--- src/rtl/piezo_seq.sv ---
// Piezo tune sequencer: arbitrates fanfare / battery-low / overspeed tunes and emits PWM period/duty per note.
// Optional battery-low tune is compiled in with `define PIEZO_BATT_LOW_EN.
module piezo_seq #(
  parameter int DUR_SHIFT = 0
) (
  input  logic        clk,
  input  logic        rst_n,
  input  logic        req_fanfare,
  input  logic        req_too_fast,
  input  logic        req_batt_low,
  output logic [28:0] period,
  output logic [28:0] duty,
  output logic        tone_en,
  output logic        busy,
  output logic [1:0]  tune_id
);

  typedef enum logic [1:0] {IDLE, NOTE, GAP} state_t;

  localparam logic [1:0] T_NONE = 2'd0;
  localparam logic [1:0] T_FAN  = 2'd1;
  localparam logic [1:0] T_BATT = 2'd2;
  localparam logic [1:0] T_FAST = 2'd3;

  localparam logic [24:0] NOTE_LEN = 25'((32'd1 << 23) >> DUR_SHIFT);
  localparam logic [24:0] LAST_LEN = 25'((32'd1 << 24) >> DUR_SHIFT);
  localparam logic [24:0] GAP_LEN  = 25'((32'd1 << 22) >> DUR_SHIFT);

  state_t      state_q, state_d;
  logic [1:0]  tune_q, tune_d;
  logic [1:0]  idx_q, idx_d;
  logic [24:0] cnt_q, cnt_d;
  logic        pend_q, pend_d;
  logic        batt_req;
  logic        last_note;
  logic [24:0] note_len;

`ifdef PIEZO_BATT_LOW_EN
  assign batt_req = req_batt_low;
`else
  logic unused_batt;
  assign unused_batt = req_batt_low;
  assign batt_req    = 1'b0;
`endif

  // Ascending G6,C7,E7,G7 table; battery-low walks it backwards.
  function automatic logic [28:0] note_period(input logic [1:0] tune, input logic [1:0] idx);
    logic [1:0] i;
    i = (tune == T_BATT) ? (2'd3 - idx) : idx;
    case (i)
      2'd0:    note_period = 29'd31888;
      2'd1:    note_period = 29'd23889;
      2'd2:    note_period = 29'd18961;
      default: note_period = 29'd15944;
    endcase
  endfunction

  assign last_note = (tune_q == T_FAST) ? (idx_q == 2'd2) : (idx_q == 2'd3);
  assign note_len  = last_note ? LAST_LEN : NOTE_LEN;

  always_ff @(posedge clk or negedge rst_n) begin
    if (!rst_n) begin
      state_q <= IDLE;
      tune_q  <= T_NONE;
      idx_q   <= 2'd0;
      cnt_q   <= 25'd0;
      pend_q  <= 1'b0;
    end else begin
      state_q <= state_d;
      tune_q  <= tune_d;
      idx_q   <= idx_d;
      cnt_q   <= cnt_d;
      pend_q  <= pend_d;
    end
  end

  always_comb begin
    state_d = state_q;
    tune_d  = tune_q;
    idx_d   = idx_q;
    cnt_d   = cnt_q + 25'd1;
    pend_d  = pend_q | req_fanfare;
    case (state_q)
      IDLE: begin
        cnt_d = 25'd0;
        idx_d = 2'd0;
        if (req_too_fast) begin
          state_d = NOTE;
          tune_d  = T_FAST;
        end else if (batt_req) begin
          state_d = NOTE;
          tune_d  = T_BATT;
        end else if (pend_q || req_fanfare) begin
          state_d = NOTE;
          tune_d  = T_FAN;
          pend_d  = 1'b0;
        end
      end
      NOTE, GAP: begin
        if (req_too_fast && tune_q != T_FAST) begin
          // Overspeed wins immediately; an interrupted fanfare is replayed later.
          state_d = NOTE;
          tune_d  = T_FAST;
          idx_d   = 2'd0;
          cnt_d   = 25'd0;
          if (tune_q == T_FAN) pend_d = 1'b1;
        end else if (state_q == NOTE) begin
          if (cnt_q == note_len - 25'd1) begin
            cnt_d = 25'd0;
            if (last_note) state_d = GAP;
            else           idx_d   = idx_q + 2'd1;
          end
        end else if (cnt_q == GAP_LEN - 25'd1) begin
          state_d = IDLE;
          tune_d  = T_NONE;
          idx_d   = 2'd0;
          cnt_d   = 25'd0;
        end
      end
      default: begin
        state_d = IDLE;
        tune_d  = T_NONE;
        idx_d   = 2'd0;
        cnt_d   = 25'd0;
      end
    endcase
  end

  assign tone_en = (state_q == NOTE);
  assign busy    = (state_q != IDLE);
  assign tune_id = tune_q;
  assign period  = tone_en ? note_period(tune_q, idx_q) : 29'd0;
  assign duty    = period >> 1;

endmodule

--- config.mk ---
export PLATFORM = sky130hd
export DESIGN_NAME = piezo_seq
export DESIGN_NICKNAME = d
export VERILOG_FILES = /design/src/rtl/piezo_seq.sv
export SDC_FILE = /design/constraint.sdc
export NUM_CORES = 1
export LEC_CHECK = 0
export BUFFER_PORTS_ARGS = -buffer_cell sky130_fd_sc_hd__buf_2
export CAP_MARGIN = 10
export CORE_MARGIN = 3
export CORE_UTILIZATION = 40
export DETAILED_ROUTE_END_ITERATION = 8
export PLACE_DENSITY = 0.67
export SYNTH_ARGS = -nofsm -noshare
export SYNTH_HDL_FRONTEND = slang
export SYNTH_SLANG_ARGS = --single-unit
--- constraint.sdc ---
create_clock -name clk -period 1.85 [get_ports clk]
set_input_delay 0.185 -clock clk [delete_from_list [all_inputs] [get_ports clk]]
set_output_delay 0.185 -clock clk [all_outputs]
set_load 0.05 [all_outputs]
==> results of run 1 <==
## per-layer routing
metal / track usage / wire (µm) / share of wire
met2: 0.282 / 3230 / 0.55
met3: 0.0344 / 272 / 0.046
met5: 0 / 0 / 0
met4: 0.0456 / 79 / 0.013
met1: 0.189 / 2290 / 0.39
## sequential cells by signal, summed over array words and instances (netlist names)
name     flops
tune_id      2
cnt_q       25
pend_q       1
state_q      2
idx_q        2
## cells by family after synthesis
| family | count (synthesis) |
|---|---|
| AND/OR/NAND/NOR | 97 |
| multiplexers | 2 |
| other | 1 |
| XOR/XNOR | 25 |
| buffers and inverters | 62 |
| AO/OA/AOI/OAI | 19 |
| flip-flops | 32 |
| adder cells (fa/ha/maj) | 10 |
## power by group through the flow
stage	Clock [W]	Sequential [W]	Combinational (W)
final	0.000565	0.000834	0.00339
after global routing	0.000604	0.000840	0.00356
after CTS	0.000574	0.000844	0.00289
after detailed placement	0	0.000852	0.00244
after global placement	0	0.000847	0.00243
after floorplan	0	0.000930	0.00214
## critical path: stages (launching register included)
cell                      delay, ps
sky130_fd_sc_hd__dfrtp_2        410
sky130_fd_sc_hd__buf_6          120
sky130_fd_sc_hd__nor2_4         170
sky130_fd_sc_hd__xnor2_2        130
sky130_fd_sc_hd__buf_4          160
sky130_fd_sc_hd__ha_4           160
sky130_fd_sc_hd__nor2b_4        180
sky130_fd_sc_hd__buf_6          190
## placed cells by master (no fill, tap or decap), types with 5 or more instances in the layout
cell and count:
sky130_fd_sc_hd__nand3_1 8, sky130_fd_sc_hd__nor2_4 23, sky130_fd_sc_hd__nor2b_4 5, sky130_fd_sc_hd__inv_1 6, sky130_fd_sc_hd__buf_2 10, sky130_fd_sc_hd__conb_1 35, sky130_fd_sc_hd__dfrtp_1 29, sky130_fd_sc_hd__buf_6 14
sky130_fd_sc_hd__nand4_1 10, sky130_fd_sc_hd__xnor2_1 9, sky130_fd_sc_hd__clkbuf_8 6, sky130_fd_sc_hd__nand2_1 10, sky130_fd_sc_hd__a21oi_1 6, sky130_fd_sc_hd__xor2_1 14, sky130_fd_sc_hd__nor3_1 5, sky130_fd_sc_hd__nor2_1 7
sky130_fd_sc_hd__buf_4 54
## how the worst min path moves through the flow
stage	depth (start not counted)	slack [ps]	startpoint	to
floorplan	0	-110	rst_n	cnt_q[0]
global placement	1	290	rst_n	cnt_q[10]
detailed placement	1	290	rst_n	cnt_q[10]
CTS	3	160	req_fanfare	pend_q
global route	3	190	req_fanfare	pend_q
finish	3	170	req_fanfare	pend_q
## through the flow
step | cells | cell area (µm²)
floorplan | 282 | 2530
global placement | 371 | 2660
detailed placement | 371 | 2660
CTS | 385 | 2980
global route | 395 | 3380
finish | 395 | 3380
## cell type report
class / count / area (µm²) / area share
multi-input combinational: 188 / 1580 / 0.467
sequential: 32 / 805 / 0.238
timing repair buffer: 87 / 781 / 0.231
tap: 70 / 87.6 / 0.0259
clock buffer: 6 / 82.6 / 0.0244
inverter: 10 / 37.5 / 0.0111
clock inverter: 2 / 10.0 / 0.00296
## repair_timing
item                                    4_1_cts  5_1_grt
endpoints found under the hold margin        32        0
pin swaps                                     7       30
resized for setup                            45       77
hold buffers                                  1        0
buffers inserted                              4        8
endpoints found under the setup margin       41       48
cloned                                        1        2
==> flow_results.xml, run 1 <==
<?xml version="1.0" encoding="UTF-8"?>
<metrics>
  <group name="timing">
    <metric name="clock_skew" unit="ps">7.96</metric>
    <metric name="finalWorstSetupSlack" unit="ps">-149</metric>
    <metric name="maxClockFrequency" unit="MHz">500</metric>
    <metric name="fin_crit_sh" unit="">1.08</metric>
    <metric name="fin_crit" unit="ps">2000</metric>
    <metric name="slew-limit-headroom" unit="">0.512</metric>
    <metric name="timing.final.hold_violations" unit="">0</metric>
    <metric name="grt_setup_unrepaired" unit="">yes</metric>
    <metric name="whs" unit="ps">173</metric>
    <metric name="slew_viol_final" unit="">0</metric>
    <metric name="fin_tns_setup" unit="ps">-3350</metric>
    <metric name="final-setup-viol-count" unit="">43</metric>
    <metric name="slew_at_the_pin_closest_to_its_max_slew_limit" unit="ps">732</metric>
  </group>
  <group name="worst_setup_path">
    <metric name="r2r-end" unit="">idx_q[1]</metric>
    <metric name="worstSetupStartpoint" unit="">tune_id[0]</metric>
    <metric name="critPathCaptureType" unit="">primary output</metric>
    <metric name="worst-r2r-cell-count" unit="">7</metric>
    <metric name="critical_path.endpoint" unit="">duty[9]</metric>
    <metric name="path_max_fanout" unit="">4</metric>
    <metric name="timing.critical_path.arrival" unit="ps">1810</metric>
    <metric name="setup.worst_path.class" unit="">reg2out</metric>
    <metric name="origin_of_the_critical_flop_to_flop_path" unit="">idx_q[0]</metric>
    <metric name="worst_ep_required_time" unit="ps">1660</metric>
    <metric name="r2r_slack" unit="ps">-80</metric>
    <metric name="startpoint_type" unit="">flip-flop</metric>
  </group>
  <group name="final_layout">
    <metric name="fin_util" unit="">0.642</metric>
    <metric name="drive_above_1_share" unit="">0.498</metric>
    <metric name="antenna-diode-count" unit="">0</metric>
    <metric name="design.final.nets" unit="">339</metric>
    <metric name="num-fill-cells" unit="">420</metric>
    <metric name="area_growth" unit="%">50.0</metric>
  </group>
  <group name="clocking">
    <metric name="clock_insertion_delay_worst_skew" unit="ps">280</metric>
    <metric name="cts-root-to-sink-buffers" unit="">2</metric>
    <metric name="clk_pin_slew_worst_paths" unit="ps">70</metric>
    <metric name="clkSinkCount" unit="">32</metric>
    <metric name="h-tree-depth" unit="">2</metric>
    <metric name="cts_tree" unit="">done</metric>
    <metric name="cts_buffer_count" unit="">5</metric>
    <metric name="clk_root_buffer_cell" unit="">sky130_fd_sc_hd__clkbuf_8</metric>
  </group>
  <group name="grt">
    <metric name="via_count_of_the_first_global_routing_pass" unit="">1745</metric>
    <metric name="grt.overflow.total" unit="">0</metric>
    <metric name="grt_start_max_net_pins" unit="">33</metric>
    <metric name="antenna_found_initial" unit="">0</metric>
    <metric name="gr-usage-all-layers" unit="">0.158</metric>
    <metric name="grt_first_pass_wirelength" unit="µm">7970</metric>
  </group>
  <group name="yosys">
    <metric name="synth.cells.most_frequent" unit="">49 x sky130_fd_sc_hd__buf_4, 32 x sky130_fd_sc_hd__dfrtp_1, 32 x sky130_fd_sc_hd__nor2_1, 14 x sky130_fd_sc_hd__xor2_1</metric>
    <metric name="yosys.area_share.xor_xnor" unit="">0.0972</metric>
    <metric name="synthMuxAreaShare" unit="">0.00999</metric>
    <metric name="synth_async_sr_flop_share" unit="">1.00</metric>
    <metric name="yosys_warnings" unit="">0</metric>
    <metric name="mappedNetlistArea" unit="mm²">0.00225</metric>
    <metric name="synth_ff_type" unit="">sky130_fd_sc_hd__dfrtp_1</metric>
    <metric name="number_of_enable_flip_flop_cells_after_synthesis" unit="">0</metric>
    <metric name="synthSimpleGateAreaFrac" unit="">0.239</metric>
    <metric name="synthesis.instances" unit="">248</metric>
    <metric name="synth_seq_area_share" unit="">0.355</metric>
    <metric name="yosys_register_bits" unit="">32</metric>
    <metric name="combinational_family_with_the_most_area_after_synthesis" unit="">simple AND/OR/NAND/NOR gates</metric>
    <metric name="post_synth.cell_area_avg" unit="µm²">9.09</metric>
    <metric name="ys_types" unit="">37</metric>
    <metric name="yosys.area_share.adder" unit="">0.0555</metric>
    <metric name="synth_compound_gate_area_share" unit="">0.0555</metric>
    <metric name="synth.most_common_cell" unit="">sky130_fd_sc_hd__buf_4</metric>
    <metric name="ys_top_cells_by_area" unit="">sky130_fd_sc_hd__dfrtp_1 36%, sky130_fd_sc_hd__buf_4 16%, sky130_fd_sc_hd__ha_1 5.6%</metric>
    <metric name="synth_top_area_share" unit="">0.355</metric>
    <metric name="cell_type_with_the_highest_aggregate_area_in_the_netlist" unit="">sky130_fd_sc_hd__dfrtp_1</metric>
  </group>
  <group name="power">
    <metric name="power_per_cell_area" unit="mW/mm²">1420</metric>
    <metric name="power.total" unit="W">0.00479</metric>
    <metric name="power_frac_comb" unit="">0.708</metric>
    <metric name="netSwitchingFraction" unit="">0.512</metric>
    <metric name="power_frac_seq" unit="">0.174</metric>
    <metric name="static-leakage-power" unit="nW">1.48</metric>
    <metric name="worst_ir_drop_vdd" unit="mV">1.22</metric>
    <metric name="power_frac_clock" unit="">0.118</metric>
    <metric name="power.switching" unit="W">0.00245</metric>
    <metric name="internal-power" unit="W">0.00234</metric>
  </group>
  <group name="detailed_routing">
    <metric name="antenna_left" unit="">0</metric>
    <metric name="via_count" unit="">1930</metric>
    <metric name="drt_drc_violations_left" unit="">0</metric>
    <metric name="routed_wire_length" unit="µm">5870</metric>
    <metric name="viasPerCell" unit="">4.89</metric>
    <metric name="dr.first_iter.drc_count" unit="">93</metric>
    <metric name="drt-wirelength-per-cell" unit="µm">14.9</metric>
    <metric name="drt_first_pass_iters" unit="">4</metric>
  </group>
  <group name="status">
    <metric name="violations" unit="">negative setup slack</metric>
    <metric name="status" unit="">finished, violations left</metric>
  </group>
  <group name="floorplanning">
    <metric name="top_level_ports" unit="">67</metric>
    <metric name="width_of_the_die" unit="µm">81.1</metric>
    <metric name="fp.dieArea" unit="mm²">0.00657</metric>
    <metric name="initial_core_util" unit="">0.428</metric>
    <metric name="fp-row-count" unit="">26</metric>
    <metric name="floorplan.die.height" unit="µm">81.1</metric>
    <metric name="core_region_area" unit="mm²">0.00527</metric>
  </group>
  <group name="placed_design">
    <metric name="detailedPlace.worstSlack" unit="ps">-207</metric>
    <metric name="routabilityCongestion" unit="">0.794</metric>
    <metric name="dp.final_hpwl" unit="µm">3430</metric>
    <metric name="portBuffers" unit="">30</metric>
  </group>
  <group name="worst_hold_path">
    <metric name="holdCritPathClass" unit="">in2reg</metric>
  </group>
  <group name="run">
    <metric name="maxCapViolations" unit="">0</metric>
  </group>
</metrics>
Power figures use the tool's default switching activity.
==> run 2, diff against run 1 <==
Settings changed: SETUP_SLACK_MARGIN from default to 0.5.
==> flow_results.xml, run 2 (synthesized netlist as in run 1, its figures left out) <==
<?xml version="1.0" encoding="UTF-8"?>
<metrics>
  <group name="status">
    <metric name="status" unit="">finished, violations left</metric>
    <metric name="violations" unit="">negative setup slack</metric>
  </group>
  <group name="timing">
    <metric name="finalWorstSetupSlack" unit="ps">-282</metric>
    <metric name="grt_setup_unrepaired" unit="">yes</metric>
    <metric name="slew_viol_final" unit="">0</metric>
    <metric name="clock_skew" unit="ps">5.04</metric>
    <metric name="fin_crit" unit="ps">2130</metric>
    <metric name="timing.final.hold_violations" unit="">0</metric>
    <metric name="final-setup-viol-count" unit="">44</metric>
    <metric name="whs" unit="ps">257</metric>
    <metric name="maxClockFrequency" unit="MHz">469</metric>
    <metric name="fin_crit_sh" unit="">1.15</metric>
    <metric name="slew-limit-headroom" unit="">0.500</metric>
    <metric name="slew_at_the_pin_closest_to_its_max_slew_limit" unit="ps">750</metric>
  </group>
  <group name="floorplanning">
    <metric name="fp-row-count" unit="">26</metric>
    <metric name="width_of_the_die" unit="µm">81.1</metric>
    <metric name="initial_core_util" unit="">0.428</metric>
    <metric name="top_level_ports" unit="">67</metric>
    <metric name="fp.dieArea" unit="mm²">0.00657</metric>
    <metric name="floorplan.die.height" unit="µm">81.1</metric>
    <metric name="core_region_area" unit="mm²">0.00527</metric>
  </group>
  <group name="power">
    <metric name="power_per_cell_area" unit="mW/mm²">1460</metric>
    <metric name="worst_ir_drop_vdd" unit="mV">1.21</metric>
    <metric name="static-leakage-power" unit="nW">1.63</metric>
    <metric name="power.total" unit="W">0.00552</metric>
  </group>
  <group name="final_layout">
    <metric name="stdcell_count" unit="">409</metric>
    <metric name="registers.top_by_ff_count" unit="">cnt_q</metric>
    <metric name="largest_register_ff_count" unit="">25</metric>
    <metric name="most-common-layout-cells" unit="">53 x sky130_fd_sc_hd__buf_4, 35 x sky130_fd_sc_hd__conb_1, 29 x sky130_fd_sc_hd__dfrtp_1, 29 x sky130_fd_sc_hd__buf_6, 24 x sky130_fd_sc_hd__nor2_4</metric>
    <metric name="area_growth" unit="%">68.0</metric>
    <metric name="mostFrequentLayoutCell" unit="">sky130_fd_sc_hd__buf_4</metric>
    <metric name="fin_util" unit="">0.718</metric>
    <metric name="antenna-diode-count" unit="">0</metric>
    <metric name="design.final.nets" unit="">354</metric>
    <metric name="drive_above_1_share" unit="">0.566</metric>
  </group>
  <group name="detailed_routing">
    <metric name="drt-wirelength-per-cell" unit="µm">17.9</metric>
    <metric name="routed_wire_length" unit="µm">7310</metric>
    <metric name="viasPerCell" unit="">5.00</metric>
    <metric name="via_count" unit="">2044</metric>
    <metric name="dr.first_iter.drc_count" unit="">87</metric>
    <metric name="antenna_left" unit="">0</metric>
    <metric name="drt_first_pass_iters" unit="">4</metric>
    <metric name="drt_drc_violations_left" unit="">0</metric>
  </group>
  <group name="clocking">
    <metric name="cts_tree" unit="">done</metric>
    <metric name="clk_pin_slew_worst_paths" unit="ps">70</metric>
    <metric name="cts_buffer_count" unit="">5</metric>
    <metric name="clk_root_buffer_cell" unit="">sky130_fd_sc_hd__clkbuf_8</metric>
    <metric name="cts-root-to-sink-buffers" unit="">2</metric>
    <metric name="clkSinkCount" unit="">32</metric>
    <metric name="clock_insertion_delay_worst_skew" unit="ps">300</metric>
    <metric name="h-tree-depth" unit="">2</metric>
  </group>
  <group name="worst_setup_path">
    <metric name="crit_path_top_delay_cell" unit="">sky130_fd_sc_hd__dfrtp_2</metric>
    <metric name="cp_cell_sequence" unit="">buf_6, nor2_4, xnor2_4, inv_2, ha_2, nor2b_4, buf_4</metric>
    <metric name="critPathCaptureType" unit="">primary output</metric>
    <metric name="worstSetupStartpoint" unit="">tune_id[0]</metric>
    <metric name="setup.worst_path.class" unit="">reg2out</metric>
    <metric name="timing.critical_path.arrival" unit="ps">1950</metric>
    <metric name="cp_slowest_stage_delay" unit="ps">420</metric>
    <metric name="worst-r2r-cell-count" unit="">9</metric>
    <metric name="worst_ep_required_time" unit="ps">1660</metric>
    <metric name="path_max_fanout" unit="">4</metric>
    <metric name="startpoint_type" unit="">flip-flop</metric>
    <metric name="origin_of_the_critical_flop_to_flop_path" unit="">idx_q[0]</metric>
  </group>
  <group name="placed_design">
    <metric name="place.detailed.instances" unit="">364</metric>
    <metric name="dp.final_hpwl" unit="µm">3370</metric>
    <metric name="routabilityCongestion" unit="">0.753</metric>
    <metric name="portBuffers" unit="">30</metric>
  </group>
  <group name="grt">
    <metric name="grt.overflow.total" unit="">0</metric>
    <metric name="via_count_of_the_first_global_routing_pass" unit="">1983</metric>
    <metric name="gr-usage-all-layers" unit="">0.197</metric>
    <metric name="antenna_found_initial" unit="">0</metric>
    <metric name="grt_first_pass_wirelength" unit="µm">9630</metric>
    <metric name="grt_start_max_net_pins" unit="">33</metric>
  </group>
  <group name="run">
    <metric name="maxCapViolations" unit="">0</metric>
  </group>
  <group name="worst_hold_path">
    <metric name="count_of_cells_along_the_worst_hold_path" unit="">3</metric>
    <metric name="hold_path.startpoint" unit="">req_fanfare</metric>
    <metric name="holdCritPathClass" unit="">in2reg</metric>
  </group>
</metrics>
[run 2: changes by cell type in the layout (fill, tap and decap cells not counted), sizes merged]
cell      delta
buf         +16
clkbuf       -1
clkinv       -1
clkinvlp     +1
inv          -1
[run 2: layout make-up]
| type | count | area (µm²) |
|---|---|---|
| Multi-Input combinational cell | 188 | 1720 |
| Sequential cell | 32 | 805 |
| Timing Repair Buffer | 102 | 1060 |
| Tap cell | 70 | 87.6 |
| Inverter | 10 | 43.8 |
| Clock buffer | 6 | 72.6 |
| Clock inverter | 1 | 5.00 |
| Fill cell | 320 | 1480 |
[run 2: worst max-delay path, delay by kind of cell (launching register included)]
kind	cells	cell delay, ps
xor gates and xnor gates	1	200
and+or+nand+nor	2	390
DFF	1	420
buffers and inverters	3	440
adders and majority gates	1	190
[run 2: report_power, final]
group / switching, W / internal, W
sequential: 0.0000809 / 0.000774
combinational: 0.00243 / 0.00172
clock: 0.000266 / 0.000255
[run 2: per-layer routing]
metal / up-vias / GRT usage / wire (µm) / share of wire
met5: - / 0 / 0 / 0
met4: 0 / 0.0980 / 250 / 0.034
met3: 20 / 0.0399 / 313 / 0.043
met2: 79 / 0.359 / 4040 / 0.55
met1: 1009 / 0.216 / 2710 / 0.37
li1: 936 / - / - / -
[run 2: per-stage QoR]
stage               TNS, ps  area (µm²)  setup slack [ps]
floorplan              -911        2620              -106
global placement       -157        2690              -102
detailed placement    -1340        2690              -197
CTS                   -2660        3450              -148
global route          -9550        3790              -311
finish                -6960        3790              -282
[run 2: what timing repair did]
item                                    in CTS  in global routing
buffers inserted                            21                 12
pin swaps                                   21                 36
hold buffers                                 1                  0
gates resized for setup                    120                 56
endpoints found under the hold margin       32                  0
endpoints found under the setup margin      57                 59
cloned                                       3                  1
[run 2: path summary, 6_finish.rpt]
| check | endpoint | slack (ps) |
|---|---|---|
| worst min register to register | cnt_q[20] | 600 |
| min in group asynchronous | pend_q | 490 |
| max in group asynchronous | state_q[0] | 830 |
| worst max-delay path | period[12] | -280 |
| worst max register to register | cnt_q[7] | -190 |
| worst min-delay path | pend_q | 260 |
==> run 3, diff against run 2 <==
Settings changed: ABC_AREA from default to 1, PLACE_DENSITY 0.67 to 0.66, SETUP_SLACK_MARGIN 0.5 to 0.05.
==> flow_results.xml, run 3 <==
<?xml version="1.0" encoding="UTF-8"?>
<metrics>
  <group name="final_layout">
    <metric name="antenna-diode-count" unit="">0</metric>
    <metric name="layout.area.seq" unit="µm²">806</metric>
    <metric name="drive_above_1_share" unit="">0.362</metric>
    <metric name="mostFrequentLayoutCell" unit="">sky130_fd_sc_hd__nand2_1</metric>
    <metric name="design.final.nets" unit="">379</metric>
    <metric name="registers.top_by_ff_count" unit="">cnt_q</metric>
    <metric name="num-fill-cells" unit="">504</metric>
    <metric name="multiInputGateArea" unit="mm²">0.00154</metric>
    <metric name="largest_register_ff_count" unit="">25</metric>
    <metric name="area_growth" unit="%">33.1</metric>
    <metric name="finalInstanceArea" unit="mm²">0.00316</metric>
    <metric name="most-common-layout-cells" unit="">55 x sky130_fd_sc_hd__nand2_1, 36 x sky130_fd_sc_hd__nor2_1, 35 x sky130_fd_sc_hd__conb_1</metric>
  </group>
  <group name="yosys">
    <metric name="ys_types" unit="">22</metric>
    <metric name="synth.cells.most_frequent" unit="">63 x sky130_fd_sc_hd__nand2_1, 58 x sky130_fd_sc_hd__nor2_1, 50 x sky130_fd_sc_hd__buf_4, 34 x sky130_fd_sc_hd__inv_1, 32 x sky130_fd_sc_hd__dfrtp_1</metric>
    <metric name="number_of_enable_flip_flop_cells_after_synthesis" unit="">0</metric>
    <metric name="synthesis.instances" unit="">318</metric>
    <metric name="synth_seq_area_share" unit="">0.337</metric>
    <metric name="yosys_warnings" unit="">0</metric>
    <metric name="yosys_register_bits" unit="">32</metric>
    <metric name="ys_top_cells_by_area" unit="">sky130_fd_sc_hd__dfrtp_1 34%, sky130_fd_sc_hd__buf_4 16%, sky130_fd_sc_hd__nand2_1 9.9%</metric>
    <metric name="synth.most_common_cell" unit="">sky130_fd_sc_hd__nand2_1</metric>
    <metric name="cell_type_with_the_highest_aggregate_area_in_the_netlist" unit="">sky130_fd_sc_hd__dfrtp_1</metric>
    <metric name="synth_top_area_share" unit="">0.337</metric>
    <metric name="synth_async_sr_flop_share" unit="">1.00</metric>
    <metric name="post_synth.cell_area_avg" unit="µm²">7.48</metric>
    <metric name="mappedNetlistArea" unit="mm²">0.00238</metric>
    <metric name="synth_ff_type" unit="">sky130_fd_sc_hd__dfrtp_1</metric>
  </group>
  <group name="worst_setup_path">
    <metric name="critical_path.most_common_cell" unit="">sky130_fd_sc_hd__inv_2</metric>
    <metric name="worst-r2r-cell-count" unit="">9</metric>
    <metric name="worst_ep_required_time" unit="ps">1660</metric>
    <metric name="path_max_fanout" unit="">4</metric>
    <metric name="timing.critical_path.arrival" unit="ps">1710</metric>
    <metric name="origin_of_the_critical_flop_to_flop_path" unit="">cnt_q[0]</metric>
    <metric name="startpoint_type" unit="">flip-flop</metric>
    <metric name="r2r-end" unit="">cnt_q[5]</metric>
    <metric name="critical_path.endpoint" unit="">duty[7]</metric>
    <metric name="critPathCaptureType" unit="">primary output</metric>
    <metric name="worstSetupStartpoint" unit="">tune_id[0]</metric>
    <metric name="cp_slowest_stage_delay" unit="ps">410</metric>
    <metric name="crit_path_top_delay_cell" unit="">sky130_fd_sc_hd__dfrtp_2</metric>
    <metric name="r2r_slack" unit="ps">-30</metric>
    <metric name="cp_cell_sequence" unit="">inv_2, nand2_4, xor2_4, inv_2, ha_2, nand2_2, clkinvlp_4, buf_8</metric>
    <metric name="setup.worst_path.class" unit="">reg2out</metric>
  </group>
  <group name="detailed_routing">
    <metric name="drt-wirelength-per-cell" unit="µm">12.0</metric>
    <metric name="via_count" unit="">2048</metric>
    <metric name="drt_first_pass_iters" unit="">5</metric>
    <metric name="viasPerCell" unit="">4.69</metric>
    <metric name="dr.first_iter.drc_count" unit="">100</metric>
    <metric name="drt_drc_violations_left" unit="">0</metric>
    <metric name="routed_wire_length" unit="µm">5240</metric>
    <metric name="antenna_left" unit="">0</metric>
  </group>
  <group name="grt">
    <metric name="grt_first_pass_wirelength" unit="µm">7850</metric>
    <metric name="gr-usage-all-layers" unit="">0.138</metric>
    <metric name="grt.overflow.total" unit="">0</metric>
    <metric name="grt_start_max_net_pins" unit="">33</metric>
    <metric name="antenna_found_initial" unit="">0</metric>
    <metric name="via_count_of_the_first_global_routing_pass" unit="">1770</metric>
  </group>
  <group name="placed_design">
    <metric name="dpl-instance-area" unit="mm²">0.00254</metric>
    <metric name="routabilityCongestion" unit="">0.860</metric>
    <metric name="dp.final_hpwl" unit="µm">3380</metric>
    <metric name="portBuffers" unit="">30</metric>
  </group>
  <group name="timing">
    <metric name="final-setup-viol-count" unit="">24</metric>
    <metric name="timing.final.hold_violations" unit="">0</metric>
    <metric name="grt_setup_unrepaired" unit="">yes</metric>
    <metric name="maxClockFrequency" unit="MHz">527</metric>
    <metric name="fin_crit" unit="ps">1900</metric>
    <metric name="whs" unit="ps">209</metric>
    <metric name="clock_skew" unit="ps">8.18</metric>
    <metric name="slew-limit-headroom" unit="">0.519</metric>
    <metric name="fin_crit_sh" unit="">1.03</metric>
    <metric name="slew_at_the_pin_closest_to_its_max_slew_limit" unit="ps">722</metric>
    <metric name="finalWorstSetupSlack" unit="ps">-47.1</metric>
    <metric name="slew_viol_final" unit="">0</metric>
  </group>
  <group name="floorplanning">
    <metric name="width_of_the_die" unit="µm">83.1</metric>
    <metric name="floorplan.die.height" unit="µm">83.1</metric>
    <metric name="core_region_area" unit="mm²">0.00564</metric>
    <metric name="fp-row-count" unit="">27</metric>
    <metric name="top_level_ports" unit="">67</metric>
    <metric name="initial_core_util" unit="">0.421</metric>
    <metric name="fp.dieArea" unit="mm²">0.00690</metric>
  </group>
  <group name="run">
    <metric name="maxCapViolations" unit="">0</metric>
  </group>
  <group name="worst_hold_path">
    <metric name="holdCritPathClass" unit="">in2reg</metric>
  </group>
  <group name="status">
    <metric name="status" unit="">finished, violations left</metric>
    <metric name="violations" unit="">negative setup slack</metric>
  </group>
  <group name="clocking">
    <metric name="cts_tree" unit="">done</metric>
    <metric name="clk_root_buffer_cell" unit="">sky130_fd_sc_hd__clkbuf_8</metric>
    <metric name="cts-root-to-sink-buffers" unit="">2</metric>
    <metric name="clk_pin_slew_worst_paths" unit="ps">70</metric>
    <metric name="cts_buffer_count" unit="">5</metric>
    <metric name="h-tree-depth" unit="">2</metric>
    <metric name="clkSinkCount" unit="">32</metric>
    <metric name="clock_insertion_delay_worst_skew" unit="ps">290</metric>
  </group>
  <group name="power">
    <metric name="static-leakage-power" unit="nW">1.39</metric>
    <metric name="worst_ir_drop_vdd" unit="mV">1.13</metric>
    <metric name="power_per_cell_area" unit="mW/mm²">1630</metric>
  </group>
</metrics>
==> run 3: cell count changes after synthesis, sizes merged, moves of 5 or more <==
cell / previous run / this run
nand4: 12 / 5
nand3: 9 / 21
inv: 10 / 34
nor2: 32 / 62
nand2: 11 / 66
nor2b: 6 / 0
a21oi: 7 / 2
nor4: 5 / 0
==> run 3: cell type report <==
class,instances,share of cell area
multi-input cells,238,0.486
flip-flops and latches,32,0.255
repair buffers,53,0.153
inverters,34,0.0459
clock buffers,8,0.0316
well taps,72,0.0285
==> run 3: metrics by stage <==
stage               instances  TNS (ps)  total power [W]   util  setup WS (ps)
finish                    437      -402          0.00516  0.561          -47.1
global route              437     -5290          0.00544  0.561           -174
global placement          408         0          0.00357  0.450            103
floorplan                 352     -1160          0.00355      -           -136
CTS                       421      -434          0.00453  0.494          -37.7
detailed placement        408         0          0.00360  0.450           59.8
==> run 3: what timing repair did <==
item,CTS,global route
pin swaps,3,23
hold endpoints to repair,32,0
gates resized for setup,36,60
setup buffers,4,13
hold buffers,1,0
cloned,0,3
setup endpoints to repair,21,52
==> run 3: worst min path at each step <==
stage / cells past startpoint / start / endpoint
6_report: 5 / req_fanfare / pend_q
3_5_place_dp: 1 / rst_n / cnt_q[18]
2_1_floorplan: 0 / rst_n / cnt_q[0]
5_1_grt: 5 / req_fanfare / pend_q
3_3_place_gp: 1 / rst_n / cnt_q[18]
4_1_cts: 5 / req_fanfare / pend_q
==> run 3: cell families after synthesis <==
kind of cell	after synthesis	synth area share
AND/OR/NAND/NOR	166	0.306
other	1	0.00158
adder cells (fa/ha/maj)	10	0.0526
XOR/XNOR	21	0.0774
flip-flops	32	0.337
AO/OA/AOI/OAI	3	0.00737
buffers and inverters	85	0.218
==> run 3: metal layers <==
layer,share of wire,GRT usage
met5,0,0
met4,0.017,0.0312
met3,0.064,0.0437
met2,0.51,0.225
met1,0.41,0.180
==> run 3: where the power goes <==
group          internal, W  leakage, nW  switching (W)
Sequential        0.000780        0.432      0.0000639
Combinational      0.00124        0.910        0.00248
Clock             0.000339       0.0515       0.000255
==> run 3: worst max-delay path, delay by kind of cell (launching register included) <==
| family | cells | cell delay (ps) |
|---|---|---|
| XOR/XNOR | 1 | 230 |
| adder cells (fa/ha/maj) | 1 | 190 |
| buffers and inverters | 4 | 430 |
| flip-flops | 1 | 410 |
| AND/OR/NAND/NOR | 2 | 160 |
